--- src/rtl/rb_param_pkg.sv ---
// rb_param shared package: default parameters, commit address
// derivation and the address-decode helper.
package rb_param_pkg;

    localparam int DEF_ADR_BITS  = 8;
    localparam int DEF_N_CFG     = 16;
    localparam int DEF_N_STAT    = 4;
    localparam int DEF_STAT_BASE = 32;

    // Commit register sits at the all-ones address.
    function automatic int commit_adr(input int adr_bits);
        return (1 << adr_bits) - 1;
    endfunction

    // True when adr selects register idx of the bank starting at base.
    function automatic logic adr_hit(
        input logic [31:0] adr,
        input int          base,
        input int          idx
    );
        return adr == 32'(base + idx);
    endfunction

endpackage

--- src/rtl/rb_param_w1c_reg.sv ---
// One sticky status byte with write-1-to-clear, its mask register
// and the masked-OR interrupt contribution.
// Ports: i_clk, i_reset (sync, active high), i_set (per-bit set),
//   i_clr_we (W1C strobe), i_mask_we (mask write strobe), i_wdata,
//   o_status, o_mask, o_hit (|(status & mask)).
module rb_param_w1c_reg
    import rb_param_pkg::*;
(
    input  logic       i_clk,
    input  logic       i_reset,
    input  logic [7:0] i_set,
    input  logic       i_clr_we,
    input  logic       i_mask_we,
    input  logic [7:0] i_wdata,
    output logic [7:0] o_status,
    output logic [7:0] o_mask,
    output logic       o_hit
);

    logic [7:0] r_status;
    logic [7:0] r_mask;
    logic [7:0] w_clr;

    assign w_clr = i_clr_we ? i_wdata : 8'h00;

    always_ff @(posedge i_clk) begin
        if (i_reset) begin
            r_status <= 8'h00;
            r_mask   <= 8'h00;
        end else begin
            if (i_mask_we) begin
                r_mask <= i_wdata;
            end
            // Set wins over a same-cycle clear.
            r_status <= (r_status & ~w_clr) | i_set;
        end
    end

    assign o_status = r_status;
    assign o_mask   = r_mask;
    assign o_hit    = |(r_status & r_mask);

endmodule

--- src/rtl/rb_param.sv ---
// rb_param: parameterised register bank with config registers,
// sticky W1C status registers, masks and a registered interrupt.
// Optional shadow bank with commit: define RB_PARAM_SHADOW_EN.
// Ports: clk, reset (sync, active high), address, data_write_in,
//   write_en, reg_en (read request), data_read_out, read_valid
//   (one cycle after reg_en), cfg_out, cfg_wr_pulse, stat_set, irq.
module rb_param
    import rb_param_pkg::*;
#(
    parameter int                      ADR_BITS  = DEF_ADR_BITS,
    parameter int                      N_CFG     = DEF_N_CFG,
    parameter int                      N_STAT    = DEF_N_STAT,
    parameter int                      STAT_BASE = DEF_STAT_BASE,
    parameter logic [N_CFG*8-1:0]      CFG_RESET = '0
) (
    input  logic                       clk,
    input  logic                       reset,
    input  logic [ADR_BITS-1:0]        address,
    input  logic [7:0]                 data_write_in,
    input  logic                       write_en,
    input  logic                       reg_en,
    output logic [7:0]                 data_read_out,
    output logic                       read_valid,
    output logic [N_CFG*8-1:0]         cfg_out,
    output logic [N_CFG-1:0]           cfg_wr_pulse,
    input  logic [N_STAT*8-1:0]        stat_set,
    output logic                       irq
);

    localparam int MASK_BASE  = STAT_BASE + N_STAT;
    localparam int COMMIT_ADR = commit_adr(ADR_BITS);

    if (STAT_BASE < N_CFG || MASK_BASE + N_STAT > COMMIT_ADR) begin : g_bad_map
        $error("rb_param: overlapping register map");
    end

    logic [N_CFG*8-1:0]  r_cfg;
    logic [N_CFG-1:0]    r_pulse;
    logic [7:0]          r_rdata;
    logic                r_rvalid;
    logic                r_irq;

    logic [31:0]         w_adr;
    logic [N_CFG-1:0]    w_cfg_we;
    logic [N_CFG*8-1:0]  w_cfg_view;
    logic [N_STAT*8-1:0] w_stat;
    logic [N_STAT*8-1:0] w_mask;
    logic [N_STAT-1:0]   w_hit;
    logic [7:0]          w_rd;

    assign w_adr = 32'(address);

    always_comb begin
        w_cfg_we = '0;
        for (int i = 0; i < N_CFG; i++) begin
            w_cfg_we[i] = write_en && adr_hit(w_adr, 0, i);
        end
    end

    for (genvar k = 0; k < N_STAT; k++) begin : g_stat
        logic w_clr_we;
        logic w_mask_we;

        assign w_clr_we  = write_en && adr_hit(w_adr, STAT_BASE, k);
        assign w_mask_we = write_en && adr_hit(w_adr, MASK_BASE, k);

        rb_param_w1c_reg u_reg (
            .i_clk     (clk),
            .i_reset   (reset),
            .i_set     (stat_set[k*8 +: 8]),
            .i_clr_we  (w_clr_we),
            .i_mask_we (w_mask_we),
            .i_wdata   (data_write_in),
            .o_status  (w_stat[k*8 +: 8]),
            .o_mask    (w_mask[k*8 +: 8]),
            .o_hit     (w_hit[k])
        );
    end

`ifdef RB_PARAM_SHADOW_EN
    logic [N_CFG*8-1:0] r_shadow;
    logic               w_commit;

    assign w_commit = write_en && data_write_in[0]
                   && adr_hit(w_adr, COMMIT_ADR, 0);

    always_ff @(posedge clk) begin
        if (reset) begin
            r_shadow <= CFG_RESET;
        end else begin
            for (int i = 0; i < N_CFG; i++) begin
                if (w_cfg_we[i]) begin
                    r_shadow[i*8 +: 8] <= data_write_in;
                end
            end
        end
    end

    // Software sees the pending (shadow) image.
    assign w_cfg_view = r_shadow;
`else
    assign w_cfg_view = r_cfg;
`endif

    // Read mux works on pre-edge state, so a same-cycle write
    // to the read address returns the old value.
    always_comb begin
        w_rd = 8'h00;
        for (int i = 0; i < N_CFG; i++) begin
            if (adr_hit(w_adr, 0, i)) begin
                w_rd = w_cfg_view[i*8 +: 8];
            end
        end
        for (int k = 0; k < N_STAT; k++) begin
            if (adr_hit(w_adr, STAT_BASE, k)) begin
                w_rd = w_stat[k*8 +: 8];
            end
            if (adr_hit(w_adr, MASK_BASE, k)) begin
                w_rd = w_mask[k*8 +: 8];
            end
        end
    end

    always_ff @(posedge clk) begin
        if (reset) begin
            r_cfg    <= CFG_RESET;
            r_pulse  <= '0;
            r_rdata  <= 8'h00;
            r_rvalid <= 1'b0;
            r_irq    <= 1'b0;
        end else begin
            r_rvalid <= reg_en;
            r_rdata  <= reg_en ? w_rd : 8'h00;
            r_irq    <= |w_hit;
            r_pulse  <= '0;
`ifdef RB_PARAM_SHADOW_EN
            if (w_commit) begin
                r_cfg <= r_shadow;
                for (int i = 0; i < N_CFG; i++) begin
                    r_pulse[i] <= r_shadow[i*8 +: 8] != r_cfg[i*8 +: 8];
                end
            end
`else
            for (int i = 0; i < N_CFG; i++) begin
                if (w_cfg_we[i]) begin
                    r_cfg[i*8 +: 8] <= data_write_in;
                    r_pulse[i]      <= 1'b1;
                end
            end
`endif
        end
    end

    assign cfg_out       = r_cfg;
    assign cfg_wr_pulse  = r_pulse;
    assign data_read_out = r_rdata;
    assign read_valid    = r_rvalid;
    assign irq           = r_irq;

endmodule

--- config.mk ---
export PLATFORM = sky130hd
export DESIGN_NAME = rb_param
export DESIGN_NICKNAME = d
export VERILOG_FILES = /design/src/rtl/rb_param_pkg.sv /design/src/rtl/rb_param_w1c_reg.sv /design/src/rtl/rb_param.sv
export SDC_FILE = /design/constraint.sdc
export NUM_CORES = 1
export LEC_CHECK = 0
export ABC_AREA = 0
export CAP_MARGIN = 20
export CORE_ASPECT_RATIO = 1.25
export CORE_MARGIN = 4
export CORE_UTILIZATION = 51
export CTS_CLUSTER_SIZE = 14
export DETAILED_ROUTE_END_ITERATION = 10
export GPL_TIMING_DRIVEN = 0
export PLACE_DENSITY = 0.8
export SKIP_CTS_REPAIR_TIMING = 1
export SLEW_MARGIN = 25
export SYNTH_ARGS = -nofsm -noshare
export SYNTH_HDL_FRONTEND = slang
export SYNTH_SLANG_ARGS = --single-unit
--- constraint.sdc ---
create_clock -name clk -period 2.2 [get_ports clk]
set_input_delay 0.55 -clock clk [delete_from_list [all_inputs] [get_ports clk]]
set_output_delay 0.55 -clock clk [all_outputs]
set_load 0.02 [all_outputs]
==> impl_metrics.toml <==
[setup_path]
cp_top_family = "buffers and inverters"
path_buf_inv = 1
worst_ep_required_time_ps = 1650
rr_startpoint = "cfg_out[28]"
cp-endpoint = "cfg_out[77]"
critPathCaptureType = "output port"
r2r_setup_slack_ps = 290
r2r_end = "data_read_out[4]"
cp_cell_sequence = "clkdlybuf4s50_1"
criticalPathCategory = "flip-flop to output port"
rr_worst_depth = 5
path_max_fanout = 3
critPathLaunch = "cfg_out[77]"
start_kind = "flip-flop"
crit_slowest_cell = "clkdlybuf4s50_1"
critPathArrivalTime_ps = 1620
slowest_delay_ps = 680
path_depth = 1

[job]
maxCapViolations = 0

[clock_tree]
cts_tree = "done"
cts_sinks = 218
root_buffer = "clkbuf_16"
clockBufferDepth = 3
cts-htree-levels = 1
numCtsBuffers = 22
clk_pin_slew_worst_paths_ps = 60
clock_latency_ps = 520

[placement]
dp.cells = 1597
io_buffers = 204
post-place-ws_ps = -1230
gp_congestion = 1.05
dp_hpwl_um = 30400

[sta]
maxSlewViolCount = 0
final.setup_skew_ps = 23.1
period_minus_slack_ps = 2170
rsz0062_at_grt = "no"
worstMarginPinSlew_ps = 983
slew_headroom_pct = 34.5
finalSetupTns_ps = 0
hold_viol = 0
setup_slack_ps = 25.6
fin_crit_sh_pct = 98.8
setup_viol = 0
max_freq_mhz = 460

[final_layout]
layout-drive-gt1-share_pct = 11.8
num_antenna_cells = 0
fin_cells = 1647
layout_commonest_cell = "dfxtp_1"
area_growth_pct = 34.5
final_cell_mix = "dfxtp_1 (218), clkdlybuf4s50_1 (196), nand2_1 (171)"
layout.nets = 1453
nFillCells = 1464

[synthesis]
synth_compound_area_share_pct = 18.9
synth_edf_count = 0
ys_seq_area_share_pct = 44.3
yosysWarningCount = 0
syn-num-nets = 1213
syn_inst = 1161
synth_mux_area_share_pct = 13.0
synth_seq_cells = 218
synth.distinct_cells = 60
ys.flop_type = "dfxtp_1"
yosys-top-cells-area = "dfxtp_1 (44%), mux2i_1 (8.2%), a21oi_1 (8.0%)"
synth_xor_xnor_area_share_pct = 0
synth_top_family_by_area = "simple AND/OR/NAND/NOR gates"
syn_area_um2 = 9840
async_reset_ff_share_pct = 0
synth_fa_ha_area_share_pct = 0
yosysTopAreaCell = "dfxtp_1"
synth_top_area_share_pct = 44.3
yosys.area_share.simple_pct = 19.2
syn_avg_cell_area_um2 = 8.48

[routing]
firstDrtPassIters = 8
via_count = 10700
drc_errors = 0
totalWireLength_um = 42500
wl_per_cell_um = 25.8
via_per_inst = 6.47
antenna_left = 0
drtIter0Drc = 1538

[floorplanning]
die_h_um = 163
row_count = 56
coreArea_um2 = 18800
initial_core_util_pct = 52.2
die_x_um = 132
ios = 206
die_area_um2 = 21600

[global_routing]
antenna_found_initial = 0
overflow = 0
grt_pass1_wl_um = 61800
grt_start_max_net_pins = 15
grt_pass1_vias = 10200
gr-usage-all-layers_pct = 37.4

[pwr]
powerDensity_nw_per_um2 = 648
comb_power_share_pct = 9.1
switching_share_pct = 25.3
irDropWorstVdd_mv = 0.590
power_mw = 8.58
power.switching_mw = 2.17
leakage_nw = 4.82
p_clk_share_pct = 43.7
p_int_mw = 6.41
seqPwrFrac_pct = 47.2

[hold_path]
min_path_cells = 2
hp-class = "flip-flop to flip-flop"

[run_status]
run_status = "finished clean"
==> tightest hold or removal path: stages (launching register included) <==
cell	delay, ps
dfxtp_1	320
nand2_1	60
a21oi_1	50
==> through the flow <==
stage	utilization, %	instance area (µm²)	hold slack [ps]
6_report	70.2	13200	476
5_1_grt	70.2	13200	501
4_1_cts	68.4	12900	475
3_5_place_dp	64.6	12200	465
3_3_place_gp	64.6	12200	457
2_1_floorplan	-	9840	445
==> sequential cells by signal (all words and copies together), names as in the netlist <==
signal,cells
cfg_out,128
cfg_wr_pulse,16
data_read_out,8
g_stat.u_reg.o_mask,32
g_stat.u_reg.o_status,32
irq,1
read_valid,1
==> Yosys cell counts (all sizes together) (2+ instances only) <==
cell type and number:
mux2i 81, o211ai 4, o21a 4, o32ai 3, nand4 4, nor2b 7, o311ai 2, nor4 3
a22oi 10, o221ai 10, clkbuf 57, nand2b 7, nand3b 2, nand2 180, o21ai 91, o31ai 2
a22o 6, dfxtp 218, inv 3, and2 7, buf 38, a21oi 157, o22ai 13, or3 3
or2 2, mux2 12, nor3 26, nand3 43, a31oi 6, a221oi 6, mux4 15, nor2 124
==> area by class of cell <==
class | instances | area, µm² | area share, %
plain buffers | 95 | 515 | 3.89
clock buffers | 30 | 642 | 4.85
clock inverters | 8 | 67.6 | 0.510
inverters | 4 | 18.8 | 0.142
multi-input cells | 844 | 5160 | 39.0
flip-flops and latches | 218 | 4360 | 33.0
well taps | 232 | 290 | 2.19
repair buffers | 216 | 2180 | 16.5
==> routing by layer <==
metal | GRT usage, % | up-vias | part of all wire, %
met1 | 44.6 | 4963 | 35
li1 | - | 4593 | -
met4 | 25.0 | 0 | 8.2
met2 | 62.2 | 853 | 46
met3 | 6.28 | 241 | 11
met5 | 0 | - | 0
==> cells by family after synthesis <==
group           Yosys count
simple gates            411
compound gates          325
flops                   218
mux                     108
buf+inv                  99
==> power groups by stage <==
stage               Combinational, mW  Clock (mW)  Sequential (mW)
global route                    0.809        3.88             4.05
floorplan                       0.368           0             4.12
global placement                0.709           0             4.13
finish                          0.785        3.75             4.05
CTS                             0.718        3.72             4.05
detailed placement              0.715           0             4.13
==> worst min path at each step <==
| stage | to | start | slack [ps] |
|---|---|---|---|
| finish | cfg_out[33] | cfg_out[33] | 480 |
| global route | g_stat[3].u_reg.o_mask[6] | g_stat[3].u_reg.o_mask[6] | 500 |
| CTS | cfg_out[7] | cfg_out[7] | 480 |
| detailed placement | cfg_out[66] | cfg_out[66] | 460 |
| global placement | cfg_out[11] | cfg_out[11] | 460 |
| floorplan | g_stat[3].u_reg.o_mask[0] | g_stat[3].u_reg.o_mask[0] | 440 |
Note: power is estimated with default switching activity, not from simulation.
